## src/rtl/fetch_pc_unit_pkg.sv

```systemverilog
// Shared fetch/decode definitions: FSM state encoding, instruction field
// positions and the default reset PC.
package mips_pkg;

    typedef enum logic [2:0] {
        RST_IDLE = 3'd0,
        REQ      = 3'd1,
        WAIT     = 3'd2,
        HOLD     = 3'd3,
        FAULT    = 3'd4
    } fetch_state_e;

    localparam int OP_HI  = 31;
    localparam int OP_LO  = 26;
    localparam int RT_HI  = 20;
    localparam int RT_LO  = 16;
    localparam int IMM_HI = 15;
    localparam int IMM_LO = 0;
    localparam int TGT_HI = 25;
    localparam int TGT_LO = 0;

    localparam logic [31:0] RESET_PC_DEFAULT = 32'h0000_0000;

endpackage

```

## src/rtl/fetch_pc_unit_if.sv

```systemverilog
// Instruction-memory request/ready bus between the fetch stage (master)
// and the instruction memory (slave).
interface fetch_pc_unit_if #(
    parameter int ADDR_W = 32
);
    logic              imem_req;
    logic [ADDR_W-1:0] imem_addr;
    logic [31:0]       imem_rdata;
    logic              imem_ready;

    modport master (
        output imem_req,
        output imem_addr,
        input  imem_rdata,
        input  imem_ready
    );

    modport slave (
        input  imem_req,
        input  imem_addr,
        output imem_rdata,
        output imem_ready
    );
endinterface

```

## src/rtl/fetch_pc_unit_next_pc_sel.sv

```systemverilog
// Combinational next-PC selection: jr > jump > taken branch > pc+4.
// Only the low 26 instruction bits are needed (jump index and immediate).
module next_pc_sel
    import mips_pkg::*;
#(
    parameter int ADDR_W = 32
) (
    input  logic [ADDR_W-1:0] pc,
    input  logic [25:0]       instr_tgt,
    input  logic              jump,
    input  logic              jreg,
    input  logic              branch,
    input  logic              branchne,
    input  logic              branchgtz,
    input  logic              branchgez,
    input  logic              branchltz,
    input  logic              alu_zero,
    input  logic [31:0]       rs_data,
    output logic [ADDR_W-1:0] next_pc,
    output logic              taken
);

    logic [ADDR_W-1:0] pc4_s;
    logic [ADDR_W-1:0] br_target_s;
    logic [ADDR_W-1:0] j_target_s;
    logic [15:0]       imm_s;
    logic              br_taken_s;

    assign imm_s       = instr_tgt[IMM_HI:IMM_LO];
    assign pc4_s       = pc + ADDR_W'(32'd4);
    assign br_target_s = pc4_s + {{(ADDR_W-18){imm_s[15]}}, imm_s, 2'b00};
    assign j_target_s  = {pc4_s[ADDR_W-1:28], instr_tgt[TGT_HI:TGT_LO], 2'b00};

    // Any asserted strobe whose condition holds redirects to the branch target.
    always_comb begin
        br_taken_s = (branch    &  alu_zero)
                   | (branchne  & ~alu_zero)
                   | (branchgtz & ~rs_data[31] & (|rs_data))
                   | (branchgez & ~rs_data[31])
                   | (branchltz &  rs_data[31]);
    end

    // Priority select of the redirect target.
    always_comb begin
        next_pc = pc4_s;
        taken   = 1'b0;
        if (jreg) begin
            next_pc = rs_data[ADDR_W-1:0];
            taken   = 1'b1;
        end else if (jump) begin
            next_pc = j_target_s;
            taken   = 1'b1;
        end else if (br_taken_s) begin
            next_pc = br_target_s;
            taken   = 1'b1;
        end else begin
            next_pc = pc4_s;
            taken   = 1'b0;
        end
    end

endmodule

```

## src/rtl/fetch_pc_unit.sv

```systemverilog
// Instruction fetch and next-PC stage. Optional FETCH_MISALIGN_CHECK_EN adds
// misalign_err and a sticky FAULT state on a misaligned jr target.
module fetch_pc_unit
    import mips_pkg::*;
#(
    parameter logic [31:0] RESET_PC = RESET_PC_DEFAULT,
    parameter int          ADDR_W   = 32
) (
    input  logic              clk,
    input  logic              rst,
    fetch_pc_unit_if.master   imem,
    output logic [31:0]       instr,
    output logic              instr_valid,
    input  logic              stall,
    input  logic              jump,
    input  logic              jreg,
    input  logic              branch,
    input  logic              branchne,
    input  logic              branchgtz,
    input  logic              branchgez,
    input  logic              branchltz,
    input  logic              alu_zero,
    input  logic [31:0]       rs_data,
    output logic [ADDR_W-1:0] pc,
    output logic [ADDR_W-1:0] link_addr
`ifdef FETCH_MISALIGN_CHECK_EN
    ,
    output logic              misalign_err
`endif
);

    fetch_state_e      state_r;
    logic [ADDR_W-1:0] pc_r;
    logic [31:0]       instr_r;
    logic              valid_r;
    logic              req_r;
    logic              commit_s;
    logic [ADDR_W-1:0] next_pc_s;
    logic              taken_s;
    logic [ADDR_W-1:0] pc_sel_s;
    logic [ADDR_W-1:0] pc_load_s;

`ifdef FETCH_MISALIGN_CHECK_EN
    logic err_r;
    logic misalign_s;
    assign misalign_s   = |pc_load_s[1:0];
    assign misalign_err = err_r;
`else
    localparam logic [ADDR_W-1:0] ALIGN_MASK = {{(ADDR_W-2){1'b1}}, 2'b00};
`endif

    assign commit_s       = valid_r & ~stall;
    assign link_addr      = pc_r + ADDR_W'(32'd4);
    assign pc             = pc_r;
    assign instr          = instr_r;
    assign instr_valid    = valid_r;
    assign imem.imem_req  = req_r;
    assign imem.imem_addr = pc_r;

    next_pc_sel #(
        .ADDR_W (ADDR_W)
    ) u_next_pc_sel (
        .pc        (pc_r),
        .instr_tgt (instr_r[TGT_HI:TGT_LO]),
        .jump      (jump),
        .jreg      (jreg),
        .branch    (branch),
        .branchne  (branchne),
        .branchgtz (branchgtz),
        .branchgez (branchgez),
        .branchltz (branchltz),
        .alu_zero  (alu_zero),
        .rs_data   (rs_data),
        .next_pc   (next_pc_s),
        .taken     (taken_s)
    );

    // Fall back to the sequential address when nothing redirects.
    always_comb begin
        pc_sel_s = link_addr;
        if (taken_s) begin
            pc_sel_s = next_pc_s;
        end else begin
            pc_sel_s = link_addr;
        end
`ifdef FETCH_MISALIGN_CHECK_EN
        pc_load_s = pc_sel_s;
`else
        pc_load_s = pc_sel_s & ALIGN_MASK;
`endif
    end

    // Fetch FSM with registered request, instruction, valid and PC.
    // The async reset clears imem_req immediately, aborting any open fetch.
    always_ff @(posedge clk or posedge rst) begin
        if (rst) begin
            state_r <= RST_IDLE;
            pc_r    <= RESET_PC[ADDR_W-1:0];
            instr_r <= 32'h0000_0000;
            valid_r <= 1'b0;
            req_r   <= 1'b0;
`ifdef FETCH_MISALIGN_CHECK_EN
            err_r   <= 1'b0;
`endif
        end else begin
            case (state_r)
                RST_IDLE: begin
                    req_r   <= 1'b1;
                    state_r <= REQ;
                end
                REQ, WAIT: begin
                    if (imem.imem_ready) begin
                        instr_r <= imem.imem_rdata;
                        valid_r <= 1'b1;
                        req_r   <= 1'b0;
                        state_r <= HOLD;
                    end else begin
                        state_r <= WAIT;
                    end
                end
                HOLD: begin
                    if (commit_s) begin
                        pc_r    <= pc_load_s;
                        valid_r <= 1'b0;
`ifdef FETCH_MISALIGN_CHECK_EN
                        if (misalign_s) begin
                            err_r   <= 1'b1;
                            req_r   <= 1'b0;
                            state_r <= FAULT;
                        end else begin
                            req_r   <= 1'b1;
                            state_r <= REQ;
                        end
`else
                        req_r   <= 1'b1;
                        state_r <= REQ;
`endif
                    end
                end
                FAULT: begin
                    req_r   <= 1'b0;
                    valid_r <= 1'b0;
                    state_r <= FAULT;
                end
                default: begin
                    req_r   <= 1'b0;
                    valid_r <= 1'b0;
                    state_r <= RST_IDLE;
                end
            endcase
        end
    end

endmodule

```

## src/flat_wrapper.sv

```systemverilog
// flat-port wrapper written by rule: the top's interface ports become plain ports
module fetch_pc_unit_flat import mips_pkg::*;
#(
    parameter logic [31:0] RESET_PC = RESET_PC_DEFAULT,
    parameter int          ADDR_W   = 32
)
  (clk, rst, instr, instr_valid, stall, jump, jreg, branch, branchne, branchgtz, branchgez, branchltz, alu_zero, rs_data, pc, link_addr, imem_imem_req, imem_imem_addr, imem_imem_rdata, imem_imem_ready);
  fetch_pc_unit_if #(.ADDR_W(ADDR_W)) imem_i ();
  input  logic clk;
  input  logic rst;
  output logic [31:0] instr;
  output logic instr_valid;
  input  logic stall;
  input  logic jump;
  input  logic jreg;
  input  logic branch;
  input  logic branchne;
  input  logic branchgtz;
  input  logic branchgez;
  input  logic branchltz;
  input  logic alu_zero;
  input  logic [31:0] rs_data;
  output logic [ADDR_W-1:0] pc;
  output logic [ADDR_W-1:0] link_addr;
  output wire logic [$bits(imem_i.imem_req)-1:0] imem_imem_req;
  output wire logic [$bits(imem_i.imem_addr)-1:0] imem_imem_addr;
  input wire logic [$bits(imem_i.imem_rdata)-1:0] imem_imem_rdata;
  input wire logic [$bits(imem_i.imem_ready)-1:0] imem_imem_ready;
  assign imem_imem_req = imem_i.imem_req;
  assign imem_imem_addr = imem_i.imem_addr;
  assign imem_i.imem_rdata = imem_imem_rdata;
  assign imem_i.imem_ready = imem_imem_ready;
  fetch_pc_unit #(.RESET_PC(RESET_PC), .ADDR_W(ADDR_W)) u_core (.clk(clk), .rst(rst), .imem(imem_i), .instr(instr), .instr_valid(instr_valid), .stall(stall), .jump(jump), .jreg(jreg), .branch(branch), .branchne(branchne), .branchgtz(branchgtz), .branchgez(branchgez), .branchltz(branchltz), .alu_zero(alu_zero), .rs_data(rs_data), .pc(pc), .link_addr(link_addr));
endmodule
```

## config.mk

```make
export PLATFORM = sky130hd
export DESIGN_NAME = fetch_pc_unit_flat
export DESIGN_NICKNAME = d
export VERILOG_FILES = /design/src/rtl/fetch_pc_unit_pkg.sv /design/src/rtl/fetch_pc_unit_if.sv /design/src/rtl/fetch_pc_unit_next_pc_sel.sv /design/src/rtl/fetch_pc_unit.sv /design/src/flat_wrapper.sv
export SDC_FILE = /design/constraint.sdc
export NUM_CORES = 1
export LEC_CHECK = 0
export BUFFER_PORTS_ARGS = -buffer_cell sky130_fd_sc_hd__buf_2
export CAP_MARGIN = 10
export CORE_MARGIN = 5
export CORE_UTILIZATION = 48
export DETAILED_ROUTE_END_ITERATION = 12
export MAX_ROUTING_LAYER = met4
export PLACE_DENSITY_LB_ADDON = 0.3
export REMOVE_ABC_BUFFERS = 1
export SYNTH_ARGS = -nofsm -noshare
export SYNTH_HDL_FRONTEND = slang
export SYNTH_SLANG_ARGS = --single-unit
export TNS_END_PERCENT = 10
```

## constraint.sdc

```tcl
create_clock -name clk -period 4.6 [get_ports clk]
set_input_delay 0.23 -clock clk [delete_from_list [all_inputs] [get_ports clk]]
set_output_delay 0.23 -clock clk [all_outputs]
set_load 0.01 [all_outputs]
```

* Word level (Yosys, flattened, before mapping) *
Cells that the tools add are included.

word-level totals
  register bits = 67
  bits in latches = 0
  bits in writable memories = 0
  bits in read-only memories = 0
  input port bits = 76
  output and inout port bits = 130
  logic and storage cells = 51
  memories kept = 0

operators by class
  add/sub/neg operators = 2
  multiply operators = 0
  divide/modulo/power cells = 0
  $lt $le $gt $ge = 0
  eq/ne operators = 6
  shifts and indexed selects = 0
  multiplexer cells = 16
  bitwise logic cells = 15
  reduce and logical (&&, ||, !) cells = 7

operator list
  cell                     number
  $mux W32                 4
  $add A32 B3 Y32 const B  1
  $add A32 B32 Y32         1
  $reduce_or A32 Y1        1
  $pmux W3 S4              1
  $mux W1                  8
  $and A1 B1 Y1            7
  $eq A3 B2 Y1 const B     2
  $pmux W1 S3              2
  $reduce_and A2 Y1        3
  $not A1 Y1               4
  $or A1 B1 Y1             4
  $eq A3 B1 Y1 const B     1
  $eq A3 B3 Y1 const B     1
  $logic_not A3 Y1         1
  $mux W3                  1
  $reduce_and A3 Y1        1
  $ne A2 B1 Y1 const B     1
  $ne A2 B2 Y1 const B     1
  $reduce_or A2 Y1         1

* Longest topological paths before layout *
Gate-level depths: netlist of the first run.

  word-level depth = 10
  depth in mapped cells = 17
  mapped depth without buffers = 17

* By module *
Synthesis of the first run repeated with hierarchy kept, for this count alone.

unflattened totals
  cells, all modules = 895
  area, all modules = 7195.7 sq um

by module, submodules not included
  module         instances  cells each  area an instance (sq um)  seq. area each (sq um)
  fetch_pc_unit  1          406         3990.1                    1676.6
  next_pc_sel    1          489         3205.6                    0.0

* Worst setup path after synthesis of the first run *
No wires, ideal clock.

  path kind = register to register
  start point = register u_core.pc_r[2], in the netlist u_core.imem.imem_addr[2]
  end point = register u_core.pc_r[31], in the netlist u_core.imem.imem_addr[31]
  library setup time = 68 ps
  data arrival time = 3692 ps
  data required time = 4532 ps
  slack = 839 ps
  cell stages (with the launch flop) = 15
  buffers on the path = 0
  clock period less this slack = 3761 ps
  path through = dfrtp_1 > ha_1 > nand2_1 > nor3_1 > nand3_1 > xnor2_1 > ha_1 > a2111o_1 > o22ai_1 > o22ai_1 > o41ai_2 > a21oi_1 > a21oi_1 > mux2_2 > nand3_1

between the ends
  cells in the longest elaborated chain, start to end = 6

RTL lines
  element                 RTL line                         text
  start, declared         fetch_pc_unit.sv:33              logic [ADDR_W-1:0] pc_r;
  start signal, assigned  fetch_pc_unit.sv:98              pc_r <= RESET_PC[ADDR_W-1:0];
  start signal, assigned  fetch_pc_unit.sv:123             pc_r <= pc_load_s;
  $add A32 B3 Y32         fetch_pc_unit.sv:53              assign link_addr = pc_r + ADDR_W'(32'd4);
  via link_addr[20]       flat_wrapper.sv:24               output logic [ADDR_W-1:0] link_addr;
  $add A32 B32 Y32        fetch_pc_unit_next_pc_sel.sv:31  assign br_target_s = pc4_s + {{(ADDR_W-18){imm_s[15]}}, imm_s, 2'b00};
  $mux W32                fetch_pc_unit_next_pc_sel.sv:53  end else if (br_taken_s) begin
  $mux W32                fetch_pc_unit_next_pc_sel.sv:50  end else if (jump) begin
  $mux W32                fetch_pc_unit_next_pc_sel.sv:47  if (jreg) begin
  $mux W32                fetch_pc_unit.sv:81              if (taken_s) begin

The timed path passes the listed nets, and every way through them passes these cells.
A chain may end at the register's enable or synchronous reset.

* Final worst setup path of the first run *
  start point = register u_core.pc_r[4], in the netlist u_core.imem.imem_addr[4]
  end point = register u_core.pc_r[31], in the netlist u_core.imem.imem_addr[31]

between the ends
  cells in the longest elaborated chain, start to end = 6

RTL lines
  element            RTL line
  $add A32 B3 Y32 *  fetch_pc_unit_next_pc_sel.sv:30, fetch_pc_unit.sv:53
  $add A32 B32 Y32   fetch_pc_unit_next_pc_sel.sv:31
  $mux W32           fetch_pc_unit_next_pc_sel.sv:53
  $mux W32           fetch_pc_unit_next_pc_sel.sv:50
  $mux W32           fetch_pc_unit_next_pc_sel.sv:47
  $mux W32 *         fetch_pc_unit.sv:81

Every way passes the cells marked *; elsewhere a longest branch is shown, timed or not.

==> out/results.ini, run 1 <==
[status]
status=finished, final reports clean

[sta]
hold_viol=0
setup_viol=0
max_freq_mhz=244
fin_skew_ns=0.0123
fin_crit_sh_pct=89.2
fin_crit_ns=4.10
whs_ns=0.0782
drv_slew=0
finalSetupTns_ns=0
tightest_slew_ns=1.16
slew_headroom_pct=22.6
rsz0062_at_grt=no
setup_slack_ns=0.496

[route]
drtIter0Drc=403
drt_wl_total_um=20000
vias=6039
postRouteAntennaNets=0
first_pass_iters=5
routed_via_density=5.80
drc_errors=0
routedWlPerCell_um=19.2

[floorplan]
dieArea_mm2=0.0148
core_area_mm2=0.0121
die_y_um=121
rows=40
dieWidth_um=121
start_util_pct=49.3
io_pins=206

[layout]
nets=980
final_core_util_pct=59.8
layout-drive-gt1-share_pct=32.0
layout_commonest_cell=buf_2
fillers=1166
syn_to_final_growth_pct=21.5
multi_input_area_mm2=0.00389
final_cell_mix=buf_2 (199), dfrtp_1 (67), nor2_1 (59)
seq_area_mm2=0.00168

[clock_tree]
cts_root_buf=clkbuf_16
clk_latency_ns=0.35
cts.sinks=67
cts_tree=yes
postCtsHoldBufs=1
clkTransAtPathRegs_ns=0.06
clock_path_buffers=2
numCtsBuffers=9
htree_levels=3
cts_setup_buffers=0
cts_resized=0

[grt]
met1_usage_pct=35.6
track_usage_pct=27.7
global_route.usage.met3_pct=6.06
antenna_found_initial=0
grt_pass1_wl_um=31400
grtUsageMet2_pct=43.8
grt.busiest_layer=met2
grt_pass1_vias=6003
grt_max_degree=38
globalRouteOverflowTotal=0

[synth]
synth_flop_cell=dfrtp_1
ys_seq_area_share_pct=28.1
syn_area_mm2=0.00597
synth_cells=702
syn_area_per_cell_um2=8.50
synth_edf_count=0
yosysUniqueCellTypes=67
synthArstFlopShare_pct=100
ys_ff_latch=67
synth.yosys.warnings=0

[min_path]
min_from=imem_imem_rdata[0]
holdCritPathClass=primary input to flop
worstHoldEndpoint=u_core.instr[0]$_DFFE_PP0P_
holdPathStages=3

[worst_setup_path]
r2r_setup_slack_ns=0.50
end_kind=flop
crit_required_ns=4.89
crit_fanout=8
cp.arrival_ns=4.40
rr_worst_depth=17
critPathKind=flop to flop
r2r-end=u_core.imem.imem_addr[31]$_DFFE_PP0P_
worstReg2RegStart=u_core.imem.imem_addr[4]$_DFFE_PP0P_
cp-start-kind=flop

[power_and_ir_drop]
p_per_area_mw_per_mm2=822
peakVddDrop_mv=0.479
p_leak_nw=3.57
p_total_mw=5.96

[place]
gp_congestion=0.931
portBuffers=199
dp_slack_ns=0.565
place_hpwl_um=15000

[job]
drv_cap=0

## synthesized netlist by cell type, drive strengths merged, types with 3 or more instances
cell type | count | share of area, %
buf | 37 | 4.6
o211ai | 4 | 0.50
inv | 15 | 0.94
nor3 | 9 | 0.75
and3 | 15 | 1.6
xnor2 | 38 | 5.7
xor2 | 13 | 1.9
clkbuf | 27 | 1.7
o21bai | 7 | 0.88
nand4 | 8 | 0.94
a21o | 15 | 1.9
o21ai | 44 | 3.7
nor2 | 63 | 4.2
a211oi | 9 | 1.1
a31oi | 8 | 0.84
nor3b | 3 | 0.38
nand3 | 31 | 3.0
mux2i | 14 | 2.3
dfrtp | 67 | 28
a21oi | 55 | 4.6
mux2 | 33 | 6.2
and4 | 3 | 0.48
o211a | 4 | 0.67
a221oi | 4 | 0.59
nand2 | 56 | 3.5
ha | 36 | 7.5
a221o | 5 | 0.84
a211o | 6 | 0.88
a311oi | 3 | 0.44
or3 | 9 | 0.94
nand2b | 5 | 0.52
o22ai | 3 | 0.31
nor2b | 6 | 0.63
o21a | 6 | 0.75
nor4 | 11 | 1.4
## worst max path at each step
stage,startpoint,to,slack [ns],cells after the start
6_report,u_core.imem.imem_addr[4]$_DFFE_PP0P_,u_core.imem.imem_addr[31]$_DFFE_PP0P_,0.50,17
5_1_grt,u_core.imem.imem_addr[4]$_DFFE_PP0P_,u_core.imem.imem_addr[31]$_DFFE_PP0P_,0.24,17
4_1_cts,u_core.imem.imem_addr[4]$_DFFE_PP0P_,u_core.imem.imem_addr[31]$_DFFE_PP0P_,0.53,17
3_5_place_dp,u_core.imem.imem_addr[4]$_DFFE_PP0P_,u_core.imem.imem_addr[31]$_DFFE_PP0P_,0.56,17
3_3_place_gp,u_core.imem.imem_addr[4]$_DFFE_PP0P_,u_core.imem.imem_addr[31]$_DFFE_PP0P_,0.64,17
2_1_floorplan,u_core.imem.imem_addr[2]$_DFFE_PP0P_,u_core.imem.imem_addr[31]$_DFFE_PP0P_,0.78,14
## where the power goes
group          leakage [nW]  switching [mW]  internal, mW
combinational          2.62            2.18          1.74
sequential            0.804           0.437         0.864
clock                 0.146           0.290         0.439
total                  3.57            2.91          3.04
## routing by layer
metal,vias to the layer above,wire [um]
li1,2871,-
met1,2835,8400
met2,297,9440
met3,36,1690
met4,0,417
met5,-,0
## cells by family after synthesis
family                     Yosys count  synth area share [%]
AOI/OAI and AO/OA                  196                  21.6
xor gates and xnor gates            51                  7.61
adders and majority gates           37                  7.88
buffers and inverters               79                  7.26
DFF                                 67                  28.1
muxes                               47                  8.58
other                                1                0.0628
and+or+nand+nor                    224                  18.9
## worst max-delay path, stage by stage, from the launching register on
cell and delay [ns]:
dfrtp_1 0.48, and4_4 0.30, nand3_4 0.09, nor2_2 0.20, and3_1 0.27, nand3_1 0.16
nor2_1 0.17, xor2_1 0.14, ha_1 0.24, a21o_1 0.21, a2111o_1 0.34, o22ai_1 0.16
o22ai_1 0.12, o41ai_2 0.38, a21oi_1 0.13, a21oi_1 0.22, mux2_2 0.36, nand3_1 0.08
## through the flow
step	cell area, um2	cells
floorplan	5610	643
global placement	6920	1023
detailed placement	6920	1023
CTS	7240	1040
global route	7240	1040
finish	7250	1041
## registers in the layout, summed over array words and instances, names as in the netlist
register / cells
u_core.imem.imem_req: 1
u_core.imem.imem_addr: 30
u_core.instr_valid: 1
u_core.state_r: 3
u_core.instr: 32
## cell type report
class	instances	area share (%)
clock buffer	10	3.30
multi-input combinational	561	53.6
timing repair buffer	213	15.2
sequential	67	23.1
antenna	1	0.0345
tap	168	2.90
inverter	15	0.777
clock inverter	6	0.984
Power figures use the tool's default switching activity.
==> inputs of run 2 (changes only) <==
Settings changed: CAP_MARGIN 10 to 20, CORE_UTILIZATION 48 to 25.
==> run 2 against run 1 <==
Compared with the run above:
- maximum frequency shrank 1.1%
- count of clock-buffer cells in the layout stayed put
- register-to-register slack worse by 0.05 ns
- sequential share of layout area decreased by 0.64 points
- clock power increased by 6.2%
- combinational power increased by 3%
==> out/results.ini, run 2 (synthesized netlist as in run 1, its figures left out) <==
[power_and_ir_drop]
p_per_area_mw_per_mm2=820  ; was 822 mW/mm2
peakVddDrop_mv=0.332  ; was 0.479 mV
p_leak_nw=3.59  ; was 3.57 nW
p_total_mw=6.11  ; was 5.96 mW

[grt]
grt_pass1_vias=6029  ; was 6003
antenna_found_initial=0  ; unchanged
grt_max_degree=38  ; unchanged
grt_pass1_wl_um=35600  ; was 31400 um
globalRouteOverflowTotal=0  ; unchanged
track_usage_pct=17.7  ; was 27.7%

[layout]
syn_to_final_growth_pct=24.9  ; was 21.5%
design_area_mm2=0.00745  ; was 0.00725 mm2
largest_reg_flops=32  ; unchanged
antenna_cells=0  ; was 1
final_cell_mix=buf_2 (199), dfrtp_1 (67), nor2_1 (59)  ; unchanged
nets=982  ; was 980
layout_commonest_cell=buf_2  ; unchanged
final_core_util_pct=31.7  ; was 59.8%
layout-drive-gt1-share_pct=32.2  ; was 32.0%
layout.cells.non_filler=1192  ; was 1041

[place]
portBuffers=199  ; unchanged
dp.cells=1177  ; was 1023
postPlaceCellArea_mm2=0.00714  ; was 0.00692 mm2
place_hpwl_um=18700  ; was 15000 um
dp_slack_ns=0.508  ; was 0.565 ns
gp_congestion=0.934  ; was 0.931

[sta]
finalSetupTns_ns=0  ; unchanged
drv_slew=0  ; unchanged
max_freq_mhz=241  ; was 244 MHz
rsz0062_at_grt=no  ; unchanged
whs_ns=0.0151  ; was 0.0782 ns
slew_headroom_pct=49.3  ; was 22.6%
tightest_slew_ns=0.759  ; was 1.16 ns
hold_viol=0  ; unchanged
setup_viol=0  ; unchanged
fin_crit_sh_pct=90.2  ; was 89.2%
setup_slack_ns=0.450  ; was 0.496 ns
fin_skew_ns=0.00830  ; was 0.0123 ns
fin_crit_ns=4.15  ; was 4.10 ns

[clock_tree]
cts_resized=0  ; unchanged
numCtsBuffers=9  ; unchanged
postCtsHoldBufs=0  ; was 1
clkTransAtPathRegs_ns=0.06  ; about the same
clk_latency_ns=0.34  ; was 0.35 ns
cts_root_buf=clkbuf_16  ; unchanged
cts.sinks=67  ; unchanged
clock_path_buffers=2  ; unchanged
htree_levels=3  ; unchanged
cts_setup_buffers=0  ; unchanged
cts_tree=yes  ; unchanged

[worst_setup_path]
critPathKind=flop to flop  ; unchanged
crit_required_ns=4.88  ; was 4.89 ns
rr_worst_depth=17  ; unchanged
worstReg2RegStart=u_core.imem.imem_addr[4]$_DFFE_PP0P_  ; unchanged
cp.arrival_ns=4.43  ; was 4.40 ns
end_kind=flop  ; unchanged
r2r_setup_slack_ns=0.45  ; was 0.50 ns
critPathCapture=u_core.imem.imem_addr[31]$_DFFE_PP0P_  ; unchanged
crit_fanout=8  ; unchanged
crit_path_start=u_core.imem.imem_addr[4]$_DFFE_PP0P_  ; unchanged
r2r-end=u_core.imem.imem_addr[31]$_DFFE_PP0P_  ; unchanged
cp-start-kind=flop  ; unchanged

[min_path]
holdCritPathClass=primary input to asynchronous set/reset pin  ; was primary input to flop

[floorplan]
start_util_pct=25.4  ; was 49.3%
dieWidth_um=164  ; was 121 um
rows=56  ; was 40
dieArea_mm2=0.0271  ; was 0.0148 mm2
core_area_mm2=0.0235  ; was 0.0121 mm2
io_pins=206  ; unchanged
die_y_um=164  ; was 121 um

[route]
routed_via_density=5.05  ; was 5.80
drt_wl_total_um=23700  ; was 20000 um
postRouteAntennaNets=0  ; unchanged
routedWlPerCell_um=19.8  ; was 19.2 um
first_pass_iters=5  ; unchanged
drtIter0Drc=282  ; was 403
vias=6022  ; was 6039
drc_errors=0  ; unchanged

[job]
drv_cap=0  ; unchanged

[status]
status=finished, final reports clean  ; unchanged

## run 2: worst max-delay path, stage by stage, from the launching register on
cell,delay (ns)
dfrtp_1,0.47
and4_4,0.30
nand3_4,0.10
nor2_2,0.18
and3_1,0.26
nand3_1,0.16
nor2_1,0.17
xor2_1,0.15
ha_1,0.25
a21o_1,0.21
a2111o_1,0.34
o22ai_1,0.16
o22ai_1,0.12
o41ai_2,0.42
a21oi_1,0.12
a21oi_1,0.23
mux2_2,0.36
nand3_1,0.08
## run 2: worst min path at each step
stage | start | endpoint | slack (ns) | cells after the start
floorplan | imem_imem_rdata[0] | u_core.instr[0]$_DFFE_PP0P_ | 0.35 | 2
global placement | rst | u_core.instr[31]$_DFFE_PP0P_ | 0.41 | 2
detailed placement | rst | u_core.instr[31]$_DFFE_PP0P_ | 0.41 | 2
CTS | rst | u_core.instr[31]$_DFFE_PP0P_ | 0.04 | 2
global route | rst | u_core.instr[31]$_DFFE_PP0P_ | 0.09 | 2
finish | rst | u_core.instr[31]$_DFFE_PP0P_ | 0.02 | 2
## run 2: cell type report
cell class	instances	area, um2
clock buffer	10	239
tap	319	399
timing repair buffer	215	1120
sequential	67	1680
multi-input combinational	561	3890
fill	2520	16000
inverter	15	56.3
clock inverter	5	77.6
## run 2: power by group
group	total [mW]	switching, mW	leakage (nW)	internal, mW
Sequential	1.30	0.438	0.804	0.864
Combinational	4.04	2.29	2.63	1.75
Clock	0.774	0.289	0.154	0.485
Total	6.11	3.01	3.59	3.10
## run 2: metal layers
layer  GRT usage (%)  up-vias  part of all wire [%]
met1            22.9     2886                    46
met2            27.9      223                    46
met4            5.29        0                   2.5
met5               -        -                     0
li1                -     2873                     -
met3            4.02       40                   6.3
==> inputs of run 3 (changes only) <==
==> constraint.sdc (replaced) <==
create_clock -name clk -period 4.6 [get_ports clk]
set_input_delay 1.15 -clock clk [delete_from_list [all_inputs] [get_ports clk]]
set_output_delay 1.15 -clock clk [all_outputs]
set_load 0.01 [all_outputs]
==> run 3 against run 2 <==
Compared with the run above:
- count of clock-buffer cells in the layout increased by 1
- non-clock buffer count grew 5
- combinational power about the same
- setup slack lost 0.011 ns
- total power down 0.31%
==> out/results.ini, run 3 (synthesized netlist as in run 1, its figures left out) <==
[sta]
setup_slack_ns=0.439  ; was 0.450 ns
max_freq_mhz=240  ; was 241 MHz
setup_viol=0  ; unchanged
whs_ns=0.501  ; was 0.0151 ns
hold_viol=0  ; unchanged
finalSetupTns_ns=0  ; unchanged
slew_headroom_pct=51.7  ; was 49.3%
tightest_slew_ns=0.718  ; was 0.759 ns
fin_skew_ns=0.00640  ; was 0.00830 ns
rsz0062_at_grt=no  ; unchanged
fin_crit_sh_pct=90.5  ; was 90.2%
drv_slew=0  ; unchanged
fin_crit_ns=4.16  ; was 4.15 ns

[worst_setup_path]
cp_top_family=compound AO/OA/AOI/OAI gates  ; unchanged
r2r_setup_slack_ns=0.44  ; was 0.45 ns
crit_fanout=8  ; unchanged
cp_slowest_cell=dfrtp_1  ; unchanged
rr_worst_depth=17  ; unchanged
path_depth=17  ; unchanged
cp_cell_sequence=and4_4 -> nand3_4 -> nor2_2 -> and3_1 -> nand3_1 -> nor2_1 -> xor2_1 -> ha_1 -> a21o_1 -> a2111o_1 -> o22ai_1 -> o22ai_1 -> o41ai_2 -> a21oi_1 -> a21oi_1 -> mux2_2 -> nand3_1  ; unchanged
critPathKind=flop to flop  ; unchanged
end_kind=flop  ; unchanged
cpPeakStageDelay_ns=0.46  ; was 0.47 ns
crit_required_ns=4.88  ; about the same
cp.arrival_ns=4.44  ; was 4.43 ns
cp-start-kind=flop  ; unchanged
crit_buf_inv=0  ; unchanged

[floorplan]
dieWidth_um=164  ; unchanged
rows=56  ; unchanged
dieArea_mm2=0.0271  ; unchanged
io_pins=206  ; unchanged
start_util_pct=25.4  ; unchanged
die_y_um=164  ; unchanged
core_area_mm2=0.0235  ; unchanged

[grt]
antenna_found_initial=1  ; was 0
grt_pass1_vias=6077  ; was 6029
track_usage_pct=18.0  ; was 17.7%
grt_pass1_wl_um=36100  ; was 35600 um
grt_max_degree=39  ; was 38
globalRouteOverflowTotal=0  ; unchanged

[layout]
design_area_mm2=0.00749  ; was 0.00745 mm2
fillers=2530  ; was 2520
largest_reg_flops=32  ; unchanged
layout_commonest_cell=buf_2  ; unchanged
final_core_util_pct=31.9  ; was 31.7%
syn_to_final_growth_pct=25.5  ; was 24.9%
layout.cells.non_filler=1198  ; was 1192
layout-drive-gt1-share_pct=32.7  ; was 32.2%
final_cell_mix=buf_2 (199), dfrtp_1 (67), nor2_1 (59)  ; unchanged
antenna_cells=0  ; unchanged
nets=987  ; was 982

[clock_tree]
htree_levels=3  ; unchanged
cts_resized=0  ; unchanged
cts_setup_buffers=0  ; unchanged
postCtsHoldBufs=0  ; unchanged
clk_latency_ns=0.35  ; was 0.34 ns
clkTransAtPathRegs_ns=0.06  ; about the same
cts.sinks=67  ; unchanged
cts_root_buf=clkbuf_16  ; unchanged
clock_path_buffers=2  ; unchanged
cts_tree=yes  ; unchanged
numCtsBuffers=9  ; unchanged

[route]
drc_errors=0  ; unchanged
vias=6025  ; was 6022
postRouteAntennaNets=0  ; unchanged
routed_via_density=5.03  ; was 5.05
drt_wl_total_um=24000  ; was 23700 um
routedWlPerCell_um=20.0  ; was 19.8 um
drtIter0Drc=283  ; was 282
first_pass_iters=5  ; unchanged

[min_path]
holdPathStages=1
holdCritPathClass=flop to flop  ; was primary input to asynchronous set/reset pin

[status]
status=finished, final reports clean  ; unchanged

[place]
gp_congestion=0.960  ; was 0.934
dp_slack_ns=0.512  ; was 0.508 ns
postPlaceCellArea_mm2=0.00717  ; was 0.00714 mm2
place_hpwl_um=19000  ; was 18700 um
portBuffers=199  ; unchanged
dp.cells=1182  ; was 1177

[job]
drv_cap=0  ; unchanged

[power_and_ir_drop]
peakVddDrop_mv=0.306  ; was 0.332 mV
p_leak_nw=3.61  ; was 3.59 nW
p_per_area_mw_per_mm2=814  ; was 820 mW/mm2
p_total_mw=6.09  ; was 6.11 mW

==> run 3: changes by cell type in the layout (fill, tap and decap cells not counted) <==
cell	before	now
bufinv_16	2	1
clkbuf_8	1	2
inv_6	0	1
clkinv_2	2	1
buf_4	16	21
clkinv_4	0	1
==> run 3: final cells by class <==
| type | count | area, um2 | share of cell area (%) |
|---|---|---|---|
| Tap cell | 319 | 399 | 5.33 |
| Sequential cell | 67 | 1680 | 22.4 |
| Multi-Input combinational cell | 561 | 3890 | 51.9 |
| Clock buffer | 11 | 253 | 3.38 |
| Clock inverter | 5 | 60.1 | 0.802 |
| Inverter | 15 | 56.3 | 0.752 |
| Timing Repair Buffer | 220 | 1150 | 15.4 |
==> run 3: worst paths after layout <==
check                                                startpoint                                     to
max                        u_core.imem.imem_addr[4]$_DFFE_PP0P_  u_core.imem.imem_addr[31]$_DFFE_PP0P_
min                                u_core.instr[27]$_DFFE_PP0P_           u_core.instr[27]$_DFFE_PP0P_
max reg2reg                u_core.imem.imem_addr[4]$_DFFE_PP0P_  u_core.imem.imem_addr[31]$_DFFE_PP0P_
min reg2reg                        u_core.instr[27]$_DFFE_PP0P_           u_core.instr[27]$_DFFE_PP0P_
max in group asynchronous                                   rst  u_core.imem.imem_addr[16]$_DFFE_PP0P_
min in group asynchronous                                   rst          u_core.state_r[1]$_DFFE_PP0P_
==> run 3: per-layer routing <==
metal,GRT usage [%],share of wire [%],up-vias,wire (um)
li1,-,-,2884,-
met1,23.8,46,2906,11000
met5,-,0,-,0
met3,4.09,6.2,32,1480
met4,5.22,2.2,0,539
met2,27.6,46,203,10900
==> run 3: power by group <==
part	internal (mW)	total, mW	leakage, nW	switching, mW
logic	1.75	4.02	2.66	2.27
clock network	0.452	0.763	0.152	0.310
registers	0.863	1.31	0.804	0.449
